<file path="src/rtl/ps2_key_sequencer.sv">
// PS/2 scan-code sequencer: strips F0/E0 prefixes, drives the ASCII lookup and
// emits one registered key event per complete code, tracking shift and held key.
module ps2_key_sequencer #(
    parameter int unsigned CNT_W = 8
) (
    input  logic             clk,
    input  logic             clrn,
    input  logic [7:0]       rx_data,
    input  logic             rx_ready,
    output logic             rx_next_n,
    output logic [7:0]       lk_scan,
    input  logic [7:0]       lk_ascii,
    output logic             evt_valid,
    output logic [7:0]       evt_scan,
    output logic [7:0]       evt_ascii,
    output logic             evt_make,
    output logic             evt_ext,
    output logic             evt_repeat,
    output logic             held_valid,
    output logic [7:0]       held_scan,
    output logic [7:0]       held_ascii,
    output logic             shift,
    output logic [CNT_W-1:0] press_cnt
);

    typedef enum logic [0:0] {StIdle, StClassify} state_e;

    state_e state_q, state_d;
    logic   brk_pend_q, ext_pend_q;
    logic   lshift_q, rshift_q;
    logic   held_ext_q;

    logic       classify, is_brk, is_ext, held_match;
    logic [7:0] adj_ascii;

    assign shift      = lshift_q | rshift_q;
    assign classify   = (state_q == StClassify);
    assign is_brk     = (lk_scan == 8'hF0);
    assign is_ext     = (lk_scan == 8'hE0);
    assign held_match = held_valid && (held_scan == lk_scan) && (held_ext_q == ext_pend_q);
    // Letters arrive upper-case from the table; fold to lower-case unless shifted.
    assign adj_ascii  = (lk_ascii >= 8'd65 && lk_ascii <= 8'd90 && !shift) ?
                        lk_ascii + 8'd32 : lk_ascii;

    always_ff @(posedge clk or negedge clrn) begin
        if (!clrn) begin
            state_q <= StIdle;
        end else begin
            state_q <= state_d;
        end
    end

    always_comb begin
        state_d   = state_q;
        rx_next_n = 1'b1;
        unique case (state_q)
            StIdle: begin
                if (rx_ready) state_d = StClassify;
            end
            StClassify: begin
                rx_next_n = 1'b0;
                state_d   = StIdle;
            end
            default: state_d = StIdle;
        endcase
    end

    always_ff @(posedge clk or negedge clrn) begin
        if (!clrn) begin
            lk_scan    <= 8'h00;
            brk_pend_q <= 1'b0;
            ext_pend_q <= 1'b0;
            evt_valid  <= 1'b0;
            evt_scan   <= 8'h00;
            evt_ascii  <= 8'h00;
            evt_make   <= 1'b0;
            evt_ext    <= 1'b0;
            evt_repeat <= 1'b0;
            held_valid <= 1'b0;
            held_scan  <= 8'h00;
            held_ascii <= 8'h00;
            held_ext_q <= 1'b0;
            lshift_q   <= 1'b0;
            rshift_q   <= 1'b0;
            press_cnt  <= '0;
        end else begin
            evt_valid <= 1'b0;
            if (state_q == StIdle && rx_ready) lk_scan <= rx_data;
            if (classify) begin
                if (is_brk) begin
                    brk_pend_q <= 1'b1;
                end else if (is_ext) begin
                    ext_pend_q <= 1'b1;
                end else begin
                    evt_valid  <= 1'b1;
                    evt_scan   <= lk_scan;
                    evt_ascii  <= adj_ascii;
                    evt_make   <= !brk_pend_q;
                    evt_ext    <= ext_pend_q;
                    evt_repeat <= !brk_pend_q && held_match;
                    brk_pend_q <= 1'b0;
                    ext_pend_q <= 1'b0;
                    // Extended 12/59 are other keys, not shift.
                    if (!ext_pend_q) begin
                        if (lk_scan == 8'h12) lshift_q <= !brk_pend_q;
                        if (lk_scan == 8'h59) rshift_q <= !brk_pend_q;
                    end
                    if (!brk_pend_q) begin
                        if (!held_match) begin
                            press_cnt  <= press_cnt + CNT_W'(1);
                            held_valid <= 1'b1;
                            held_scan  <= lk_scan;
                            held_ascii <= adj_ascii;
                            held_ext_q <= ext_pend_q;
                        end
                    end else if (held_match) begin
                        held_valid <= 1'b0;
                        held_scan  <= 8'h00;
                        held_ascii <= 8'h00;
                        held_ext_q <= 1'b0;
                    end
                end
            end
        end
    end

endmodule

</file>
<file path="config.mk">
export PLATFORM = sky130hd
export DESIGN_NAME = ps2_key_sequencer
export DESIGN_NICKNAME = d
export VERILOG_FILES = /design/src/rtl/ps2_key_sequencer.sv
export SDC_FILE = /design/constraint.sdc
export NUM_CORES = 1
export LEC_CHECK = 0
export ABC_AREA = 1
export BUFFER_PORTS_ARGS = -buffer_cell sky130_fd_sc_hd__buf_2
export CAP_MARGIN = 10
export CORE_MARGIN = 3
export CORE_UTILIZATION = 35
export CTS_CLUSTER_SIZE = 28
export DETAILED_ROUTE_END_ITERATION = 8
export GPL_ROUTABILITY_DRIVEN = 0
export GPL_TIMING_DRIVEN = 0
export SLEW_MARGIN = 20
export SYNTH_ARGS = -nofsm -noshare
export SYNTH_HDL_FRONTEND = slang
export SYNTH_SLANG_ARGS = --single-unit
</file>
<file path="constraint.sdc">
create_clock -name clk -period 2.1 [get_ports clk]
set_input_delay 0.42 -clock clk [delete_from_list [all_inputs] [get_ports clk]]
set_output_delay 0.42 -clock clk [all_outputs]
set_load 0.005 [all_outputs]
</file>
# [Word level (Yosys, flattened, before mapping)]
# Cells that the tools add are included.
[op_classes] addsub=2 n_lt_le_gt_ge=2 n_eq_ne=9 muxes=20 n_bitwise=7 reduce_logical=15
[ops] cell="8-bit 2-to-1 mux" n=6
[ops] cell="5-bit AND reduction" n=4
[ops] cell="8-bit == test, second input constant" n=2
[ops] cell="1-bit 2-to-1 mux" n=13
[ops] cell="8-bit by 1-bit adder with 8-bit output, second input constant" n=1
[ops] cell="8-bit by 6-bit adder with 8-bit output, second input constant" n=1
[ops] cell="8-bit by 5-bit == test with 1-bit output, second input constant" n=1
[ops] cell="8-bit by 7-bit == test with 1-bit output, second input constant" n=1
[ops] cell="8-bit == test" n=1
[ops] cell="8-bit by 7-bit >= comparator with 1-bit output, second input constant" n=1
[ops] cell="8-bit by 7-bit <= comparator with 1-bit output, second input constant" n=1
[ops] cell="1-bit logical AND" n=6
[ops] cell="1-bit NOT" n=6
[ops] cell="2-bit != test, second input constant" n=2
[ops] cell="2-bit AND reduction" n=2
[ops] cell="3-bit AND reduction" n=1
[ops] cell="1-bit zero test" n=2
[ops] cell="2-bit by 1-bit != test with 1-bit output, second input constant" n=1
[ops] cell="1-bit one-hot mux with 2 select lines" n=1
[ops] cell="1-bit == test" n=1
[ops] cell="1-bit OR" n=1
[word_totals] regBits=59 elab_cells=72

# [Logic depth before layout (Yosys ltp)]
# Gate-level depths: netlist of the first run.
[depth] word_depth=6 mapped_depth=12 depth_no_buf=11

# [Least setup slack after synthesis of the first run]
# OpenSTA, ideal clock, no wires.
[synth_path] path_kind="register to register" from="register lk_scan[6]" to="register held_scan[5]" setup_time_ns=0.117 arrival_time_ns=1.756 t_required_ns=1.983 slack_ns=0.227 stages_incl_launch_ff=12 n_path_buf=2 cell_sequence="dfrtp_1 inv_1 o21ai_0 a211oi_1 nand4_1 ha_1 inv_1 nand3_2 buf_4 buf_6 nand2_1 nand2_1"
[synth_via] elab_chain_cells=5 word_cells_on_any_way=10
[synth_lines] item="from (decl)" line="11" rtl="output logic [7:0] lk_scan,"
[synth_lines] item="from (signal assigned)" line="88" rtl="if (state_q == StIdle && rx_ready) lk_scan <= rx_data;"
[synth_lines] item="8-bit == test" line="40" rtl="assign held_match = held_valid && (held_scan == lk_scan) && (held_ext_q == ext_pend_q);"
[synth_lines] item="1-bit logical AND (2 in a row)" line="40"
[synth_lines] item="2-bit by 1-bit != test with 1-bit output (no line) / 2-bit != test (equally long branches)"
[synth_lines] item="5-bit AND reduction (no line) *"
[synth_lines] item="to (signal assigned)" line="112" rtl="held_scan <= lk_scan;"
[synth_lines] item="to (decl)" line="20" rtl="output logic [7:0] held_scan,"
# Every way passes the cells marked *; elsewhere a longest branch is shown, timed or not.
# A chain may end at the register's enable or synchronous reset.

# [Worst setup path in the final report of the first run]
[layout_path] from="register lk_scan[2]" to="register held_ascii[6]"
[layout_via] elab_chain_cells=5 word_cells_on_any_way=10
[layout_lines] item="8-bit == test" line="40"
[layout_lines] item="1-bit logical AND (2 in a row)" line="40"
[layout_lines] item="2-bit by 1-bit != test with 1-bit output (no line) / 2-bit != test (equally long branches)"
[layout_lines] item="5-bit AND reduction (no line) *"
[layout_lines] item="to (signal assigned)" line="113" rtl="held_ascii <= adj_ascii;"
[layout_lines] item="to (decl)" line="21" rtl="output logic [7:0] held_ascii,"
# Marked as above.

==> results summary, run 1 <==
In this run the clock root is driven by a clkbuf_8. In this run the worst hold path is classified as in -> async. In the post-route analysis, the smallest setup slack over all paths is roughly 0.053 ns. The area of the mapped netlist is 2684 sq um. STA classifies the critical path endpoint as a register. The source-to-sink clock delay at the later pin of the worst-skew pair came out at between 0.3 and 0.4 ns. In the post-synthesis netlist, the biggest area contributors are dfrtp_1 55%, nand2_1 19%, o21ai_1 5.0%, inv_1 3.1%, nor2_1 2.2%.

The share of total power in combinational logic is 22.1%. The number of pins exceeding their max-slew limit in the final report came out at 0. Across the VDD grid, the largest voltage drop is roughly 0.35 mV. The number of warnings printed during yosys synthesis is 0. The post-detailed-route DRC marker count came out at 0. The via count normalized by instance count came out at roughly 4.6. During placement, the flow inserted port buffers numbering 73. Along the worst path, the maximum fanout reaches 7. Counting flops with a built-in enable in the synthesized netlist gives 0.

The number of antenna violations at the first check in global routing is 0. The clock network fraction of design power came out at about a third. The CTS H-tree depth is 3.

The setup violation total in the final timing report came out at 0. Measured on the finished design, the core utilization comes to a little under half. After detailed routing, the average wire length per cell comes to ~13 um. Data on the critical path is required at its endpoint by roughly 2.4 ns. The final-report hold violation count was 0. The worst setup slack after placement is -0.09064 ns. The arrival time of the worst setup path came out at 2.32 ns. The critical path class is reg -> reg. The worst setup path is launched from a register. The width of the chip came out at approximately 94 um.

The layout has about 710 filler cells. The routed design could run at a clock period as short as about 2 ns. The area added between synthesis and finish is 28.86%. The via count of the first global-routing pass was approximately 2.2k.

The flow ran to the end, and the final reports show no timing, DRC or antenna violations. Overall power consumption after layout is estimated at about 0.0035 W. The fraction of synthesis flops using an asynchronous set or reset pin came out at 100.0%. The worst-case clock buffer depth is 2. Summed over all instances, the cell type with the most area after synthesis is dfrtp_1.

The final HPWL from detailed placement came out at slightly below 5000 um. The netlist uses 28 different library cells. The initial standard-cell utilization of the core came out at between 30% and 40%. The total track usage came out at 15.97%. The transition time of the tightest slew-check pin came out at around 0.76 ns. Wires add up to about 6700 um.

Setup repair after global routing could not meet its margin everywhere. In the finished design, the share of the clock period the worst path needs comes to about 97%. The number of routed nets with antenna violations came out at 0. The clock transition at the registers of the reported paths is about 0.070 ns. The sequential fraction of the synthesis area came out at roughly 55%.

After synthesis, the largest area contributor takes up 55.01% of total cell area. After synthesis, the most frequently instantiated cells are 133 x nand2_1, 59 x dfrtp_1, 27 x o21ai_1. The switching part of the total is a little under a third. The reported net switching power is around 0.0011 W. The total of flip-flops plus latches after synthesis is 59. TritonCTS built the clock tree. The clock buffer count from CTS came out at 9.

The global-route congestion overflow total came out at 0. The antenna diode count came out at 0. The sequential group share of total power came out at between 40 and 50%. The number of detailed-routing iterations run before antenna repair is 4. The y dimension of the die came out at 93.57 um. The area of the core came out at roughly 7300 sq um. The number of clock sinks is a little under 60. For this block, the initial DRC count from the detailed router was between 100 and 150. The largest clock skew in the final design is ~0.0099 ns.

The number of max-cap violations is 0. The post-synthesis average cell area is roughly 8.4 sq um. The total number of vias is about 2.4k. The first global-routing pass estimated 10760 um of wire. The die outline area is ~8800 sq um.

The leakage power of the design came out at between 1.5 and 2 nW. The number of cell rows came out at 31. The worst slew slack as a fraction of its limit is between 40% and 50%.

The internal portion of the total power is around 0.0024 W. The top-level port count is 74. The total number of nets in the final design is 429. The count of mapped cells out of synthesis came out at 318.

The most common cell in the synthesized netlist is nand2_1. The fmax is just under 0.5 GHz. In the synthesized netlist the dominant register cell turns out to be dfrtp_1.

Cells with a size suffix above 1 make up between 20% and 30% of the layout. The power per unit of standard cell area is roughly 1000 nW/um^2. The synthesized netlist net count is between 300 and 400. The pin count of the biggest net entering global routing is 60.
-- worst max-delay path, stage by stage, from the launching register on --
cell and delay [ns]:
dfrtp_1 0.42, xnor2_1 0.16, nand2_1 0.08, nor3_2 0.25, nand4_1 0.16, ha_1 0.33, inv_2 0.08, nand3_4 0.10
nor2_4 0.14, buf_4 0.15, nand2_1 0.06, nand2_1 0.06
-- routing by layer --
metal | share of wire, % | vias to the layer above | global-route usage, %
li1 | - | 1177 | -
met1 | 45 | 1121 | 21.33
met2 | 49 | 53 | 25.13
met3 | 4.8 | 8 | 3.540
met4 | 1.4 | 0 | 6.498
met5 | 0 | - | 0
-- power by group through the flow --
stage	clock network (W)	registers, W	logic [W]
finish	0.00116	0.00153	0.000762
global route	0.00124	0.00156	0.000871
CTS	0.00119	0.00152	0.000750
detailed placement	0	0.00154	0.000741
global placement	0	0.00153	0.000724
floorplan	0	0.00153	0.000387
-- per-stage QoR --
step	hold slack (ns)	instance area [sq um]	instances	TNS, ns
final	0.1394	3458	510	0
after global routing	0.2070	3458	510	-0.5706
after CTS	0.1751	3407	506	0
after detailed placement	0.4598	3176	490	-0.7790
after global placement	0.4506	3173	490	-0.7150
after floorplan	0.1244	2684	318	0
-- what timing repair did --
| action | CTS | global route |
|---|---|---|
| pin swaps | 0 | 5 |
| gates cloned | 0 | 1 |
| resized for setup | 3 | 10 |
| endpoints found under the setup margin | 10 | 16 |
| buffers inserted | 0 | 4 |
| hold buffers | 0 | 0 |
-- final timing paths --
kind                            start             to  slack, ns  cells past startpoint
hold reg to reg              rshift_q       rshift_q       0.48                      2
setup / recovery           lk_scan[2]  held_ascii[6]       0.05                     11
hold / removal                   clrn   press_cnt[2]       0.14                      1
min in group clk           rx_data[2]     lk_scan[2]       0.29                      3
setup reg to reg           lk_scan[2]  held_ascii[6]       0.05                     11
max in group asynchronous        clrn     lk_scan[6]       1.40                      1
-- layout make-up --
type	count	area, sq um	share of cell area (%)
sequential	59	1480	42.80
multi-input combinational	226	1082	31.30
timing repair buffer	78	402.9	11.65
clock buffer	10	137.6	3.980
tap	99	123.9	3.582
inverter	25	93.84	2.713
clock inverter	6	88.84	2.569
buffer	7	48.80	1.411
-- kinds of logic (layout without fill, tap and decap cells) --
| kind of cell | Yosys count | count (layout) | synth area share (%) |
|---|---|---|---|
| AND/OR/NAND/NOR | 177 | 177 | 27.32 |
| XOR/XNOR | 10 | 10 | 3.263 |
| buffers and inverters | 33 | 126 | 5.594 |
| AO/OA/AOI/OAI | 35 | 35 | 6.947 |
| flip-flops | 59 | 59 | 55.01 |
| adder cells (fa/ha/maj) | 4 | 4 | 1.865 |
-- sequential cells by signal, summed over array words and instances (netlist names) --
signal	count
evt_make	1
press_cnt	8
evt_ascii	8
ext_pend_q	1
lk_scan	8
rshift_q	1
held_valid	1
evt_repeat	1
held_ext_q	1
brk_pend_q	1
evt_valid	1
evt_ext	1
held_scan	8
evt_scan	8
held_ascii	8
classify	1
lshift_q	1
-- layout by cell type (no fill, tap or decap), types with 2 or more instances in the layout --
cell | Yosys | layout
nor3_1 | 4 | 3
nand3_1 | 10 | 10
nand2_1 | 133 | 133
bufinv_16 | 0 | 2
dfrtp_1 | 59 | 56
inv_1 | 22 | 17
buf_6 | 2 | 2
nand2_2 | 2 | 2
inv_2 | 3 | 8
buf_4 | 2 | 6
nor2_2 | 2 | 2
buf_2 | 3 | 76
o21ai_1 | 27 | 27
nor2_1 | 16 | 16
ha_1 | 4 | 4
xor2_1 | 5 | 5
a21oi_1 | 2 | 2
o21ai_0 | 2 | 2
clkbuf_8 | 0 | 10
dfrtp_2 | 0 | 3
clkinvlp_4 | 0 | 2
nor2_4 | 2 | 2
xnor2_1 | 5 | 4
nand4_1 | 5 | 5
(Power assumes the default switching activity.)
==> run 2, diff against run 1 <==
--- a/config.mk
+++ b/config.mk
@@ -5,15 +5,16 @@
 export SDC_FILE = /design/constraint.sdc
 export NUM_CORES = 1
 export LEC_CHECK = 0
-export ABC_AREA = 1
+export ABC_AREA = 0
 export BUFFER_PORTS_ARGS = -buffer_cell sky130_fd_sc_hd__buf_2
 export CAP_MARGIN = 10
 export CORE_MARGIN = 3
-export CORE_UTILIZATION = 35
+export CORE_UTILIZATION = 52
 export CTS_CLUSTER_SIZE = 28
 export DETAILED_ROUTE_END_ITERATION = 8
 export GPL_ROUTABILITY_DRIVEN = 0
 export GPL_TIMING_DRIVEN = 0
+export PLACE_DENSITY = 0.8
 export SLEW_MARGIN = 20
 export SYNTH_ARGS = -nofsm -noshare
 export SYNTH_HDL_FRONTEND = slang
==> results summary, run 2 <==
Result of the run: finished with violations (was finished, final reports clean). The final reports fail on negative setup slack. The global-route congestion overflow total is 0 (unchanged). The compound-gate portion of the synthesized area is 9.976% (was 6.946%). The clock root buffer was clkbuf_8 (unchanged). The number of routed nets with antenna violations is 0 (unchanged).

The sequential fraction of the synthesis area came out at 55.53% (was 55.01%). The number of antenna violations at the first check in global routing came to 0 (unchanged). The final worst-path setup slack is -0.01497 ns (was 0.05307 ns). The setup violation total in the final timing report came out at 2 (was 0).

The total of flip-flops plus latches after synthesis is 59 (unchanged). The power per unit of standard cell area is 1019 nW/um^2 (was 998.4 nW/um^2). The post-route total power is 0.003634 W (was 0.003453 W). The post-synthesis mux area share is 3.388% (was 0%). The synthesized netlist net count is 282 (was 341).

The area added between synthesis and finish was 34.16% (was 28.86%). The total track usage came out at 23.59% (was 15.97%). The CTS H-tree depth came out at 3 (unchanged). The via count normalized by instance count came to 5.430 (was 4.625). The arrival time of the worst setup path is 2.32 ns (about the same).

Most frequent cells in the layout: 73 x buf_2, 70 x nand2_1, 51 x dfrtp_1, 19 x buf_4 (was 133 x nand2_1, 76 x buf_2, 56 x dfrtp_1, 27 x o21ai_1, 17 x inv_1). The pin count of the biggest net entering global routing came out at 60 (unchanged). The area share of the largest cell type after synthesis is 55.53% (was 55.01%). The via count of the first global-routing pass is 2280 (was 2205). The path depth of the worst reg2reg path is 9 (was 11).

The number of clock sinks came out at 59 (unchanged). The post-synthesis average cell area was 10.27 sq um (was 8.440 sq um). The DRC violation total after the first TritonRoute iteration was 155 (was 101).

The top-level port count came out at 74 (unchanged). The width of the chip is 77.51 um (was 93.57 um). The synthesized-area fraction occupied by and/or/nand/nor cells came out at 20.05% (was 27.32%). The final-report hold violation count is 0 (unchanged). The leading cell type in the layout, fill and taps excluded is buf_2 (was nand2_1).

The area of the mapped netlist came out at 2659 sq um (was 2684 sq um). The cell area reported after detailed placement came out at 3131 sq um (was 3176 sq um). The y dimension of the die is 77.51 um (was 93.57 um). The initial standard-cell utilization of the core came out at 55.19% (was 36.61%).

RSZ-0062 raised after global routing: yes (unchanged). The worst setup path startpoint was lk_scan[1] (was lk_scan[2]). The area of the core is 4817 sq um (was 7331 sq um).

The CTS tree is done (unchanged). Post-synth top cells: 78 x nand2_1, 59 x dfrtp_1, 18 x o21ai_0 (was 133 x nand2_1, 59 x dfrtp_1, 27 x o21ai_1). The count of cell types in the netlist is 41 (was 28).

The post-detailed-routing wire length came out at 6788 um (was 6665 um). The worst slew slack as a fraction of its limit came out at 51.94% (was 49.63%). The endpoint type of the worst setup path is a register (unchanged). The leakage power of the design is 1.784 nW (was 1.846 nW).

The parity-gate share of the synthesized area counting xor and xnor cells is 5.271% (was 3.263%). The largest voltage drop on the vdd net is 0.8128 mV (was 0.3458 mV). The post-route cell area is 3567 sq um (was 3458 sq um). The met1 layer wirelength in the final routing is 2844 um (was 2982 um). The fmax is 0.4728 GHz (was 0.4885 GHz). The number of warnings printed during yosys synthesis is 0 (unchanged). The largest clock skew in the final design came out at 0.007241 ns (was 0.009880 ns). The count of mapped cells out of synthesis is 259 (was 318).

The dominant combinational cell family by area after synthesis was simple AND/OR/NAND/NOR gates (unchanged). The worst setup slack after placement is -0.6554 ns (was -0.09064 ns). The type of origin of the critical path was a register (unchanged). The time the final worst path needs with I/O delays and setup is 2.115 ns (was 2.047 ns). The critical path class is reg -> reg (unchanged).

The number of input and output port buffers inserted was 73 (unchanged). The number of max-cap violations came to 0 (unchanged). The library cell with the largest summed area after synthesis was dfrtp_1 (unchanged). The uppermost layer routed is met4 (unchanged). The maximum net fanout on the critical path is 6 (was 7). The period utilization is 100.7% (was 97.47%).

The length of routed met2 wiring came out at 3243 um (was 3265 um). The antenna diode count came to 0 (unchanged). The number of cell rows came out at 25 (was 31). The kind of path behind the tightest hold check was in -> async (unchanged). The worst-case clock buffer depth came out at 2 (unchanged). The transition time of the tightest slew-check pin came out at 0.7209 ns (was 0.7555 ns). The reg-to-reg startpoint is lk_scan[1] (was lk_scan[2]). The adder and majority gate portion of the synthesized area came out at 1.882% (was 1.865%). The endpoint required time on the critical path came to 2.30 ns (was 2.37 ns). The die outline area is 6007 sq um (was 8754 sq um). The most common cell in the synthesized netlist is nand2_1 (unchanged). The endpoint of the worst-slack reg-to-reg timing path is held_valid (was held_ascii[6]). The number of synthesized flops with an enable pin is 0 (unchanged). The post-detailed-route DRC marker count is 0 (unchanged). The total number of nets in the final design came to 381 (was 429).

The total number of vias came out at 2335 (was 2359). The number of pins exceeding their max-slew limit in the final report is 0 (unchanged). The source-to-sink clock delay at the later pin of the worst-skew pair is 0.33 ns (was 0.34 ns).

The clock buffer count from CTS came to 9 (unchanged). The count of hold buffers inserted by post-cts repair is 0 (unchanged). Leading cell types by total area after synthesis: dfrtp_1 56%, nand2_1 11%, xnor2_1 5.3%, o21ai_0 3.4%, mux2_2 3.0% (was dfrtp_1 55%, nand2_1 19%, o21ai_1 5.0%, inv_1 3.1%, nor2_1 2.2%). The final HPWL from detailed placement is 4376 um (was 4879 um).

The detail-routed net length per standard cell is 15.79 um (was 13.07 um). The clock transition at the registers of the reported paths was 0.07 ns (about the same). The first-pass GRT wire length is 11010 um (was 10760 um). The most instantiated flip-flop cell in the synthesis netlist is dfrtp_1 (unchanged).

The routed length on met3 came out at 549 um (was 323 um). The capture point of the worst path is held_valid (was held_ascii[6]). The fraction of synthesis flops using an asynchronous set or reset pin is 100.0% (unchanged). The share of final-layout standard cells stronger than drive strength 1 came out at 42.98% (was 29.93%).

The number of detailed-routing iterations run before antenna repair is 6 (was 4). The setup slack of the worst register-to-register path is -0.01 ns (was 0.05 ns).
-- run 2: cell type report --
| cell class | instances | area, sq um |
|---|---|---|
| flip-flops and latches | 59 | 1486 |
| fillers | 378 | 1250 |
| multi-input cells | 183 | 1194 |
| repair buffers | 91 | 510.5 |
| clock buffers | 14 | 152.6 |
| plain buffers | 9 | 83.83 |
| well taps | 67 | 83.83 |
| clock inverters | 2 | 35.03 |
| inverters | 5 | 21.27 |
-- run 2: power breakdown --
group	internal, W	switching [W]	total (W)
Combinational	0.000533	0.000476	0.00101
Clock	0.000581	0.000418	0.000998
Sequential	0.00138	0.000242	0.00163
-- run 2: kinds of logic after synthesis --
family | Yosys count
compound gates | 40
xor+xnor | 16
fa+ha+maj | 4
buf+inv | 18
flops | 59
mux | 8
simple gates | 114
-- run 2: repair_timing --
item	CTS	global route
cloned	2	1
setup buffers	7	9
resized for setup	20	34
hold endpoints to repair	0	0
setup endpoints to repair	22	22
pin swaps	2	15
-- run 2: per-layer routing --
layer / up-vias / track usage, %
met2: 102 / 37.48
met1: 1132 / 30.90
met4: 0 / 11.39
met5: - / 0
li1: 1086 / -
met3: 15 / 4.872
-- run 2: worst min path at each step --
stage,startpoint,end,slack [ns]
2_1_floorplan,clrn,brk_pend_q,0.12
3_3_place_gp,evt_ascii[1],evt_ascii[1],0.45
3_5_place_dp,evt_ascii[2],evt_ascii[2],0.46
4_1_cts,clrn,held_ascii[1],0.17
5_1_grt,clrn,evt_ascii[0],0.21
6_report,clrn,evt_ascii[1],0.15
-- run 2: through the flow --
step                       TNS [ns]  hold WS (ns)  instances  utilization, %
after floorplan                   0        0.1244        259               -
after global placement       -5.778        0.4522        399           64.94
after detailed placement     -6.920        0.4574        399           64.99
after CTS                 -0.004065        0.1700        422           71.43
after global routing        -0.9181        0.2090        430           74.05
final                      -0.02097        0.1525        430           74.05
-- run 2: critical path, stage by stage, from the launching register on --
cell	delay (ns)
dfrtp_2	0.46
xnor2_2	0.17
nand4_1	0.13
or3_4	0.38
ha_4	0.26
nor2b_4	0.16
o21ai_4	0.12
buf_4	0.18
nand2_1	0.05
o21ai_0	0.07
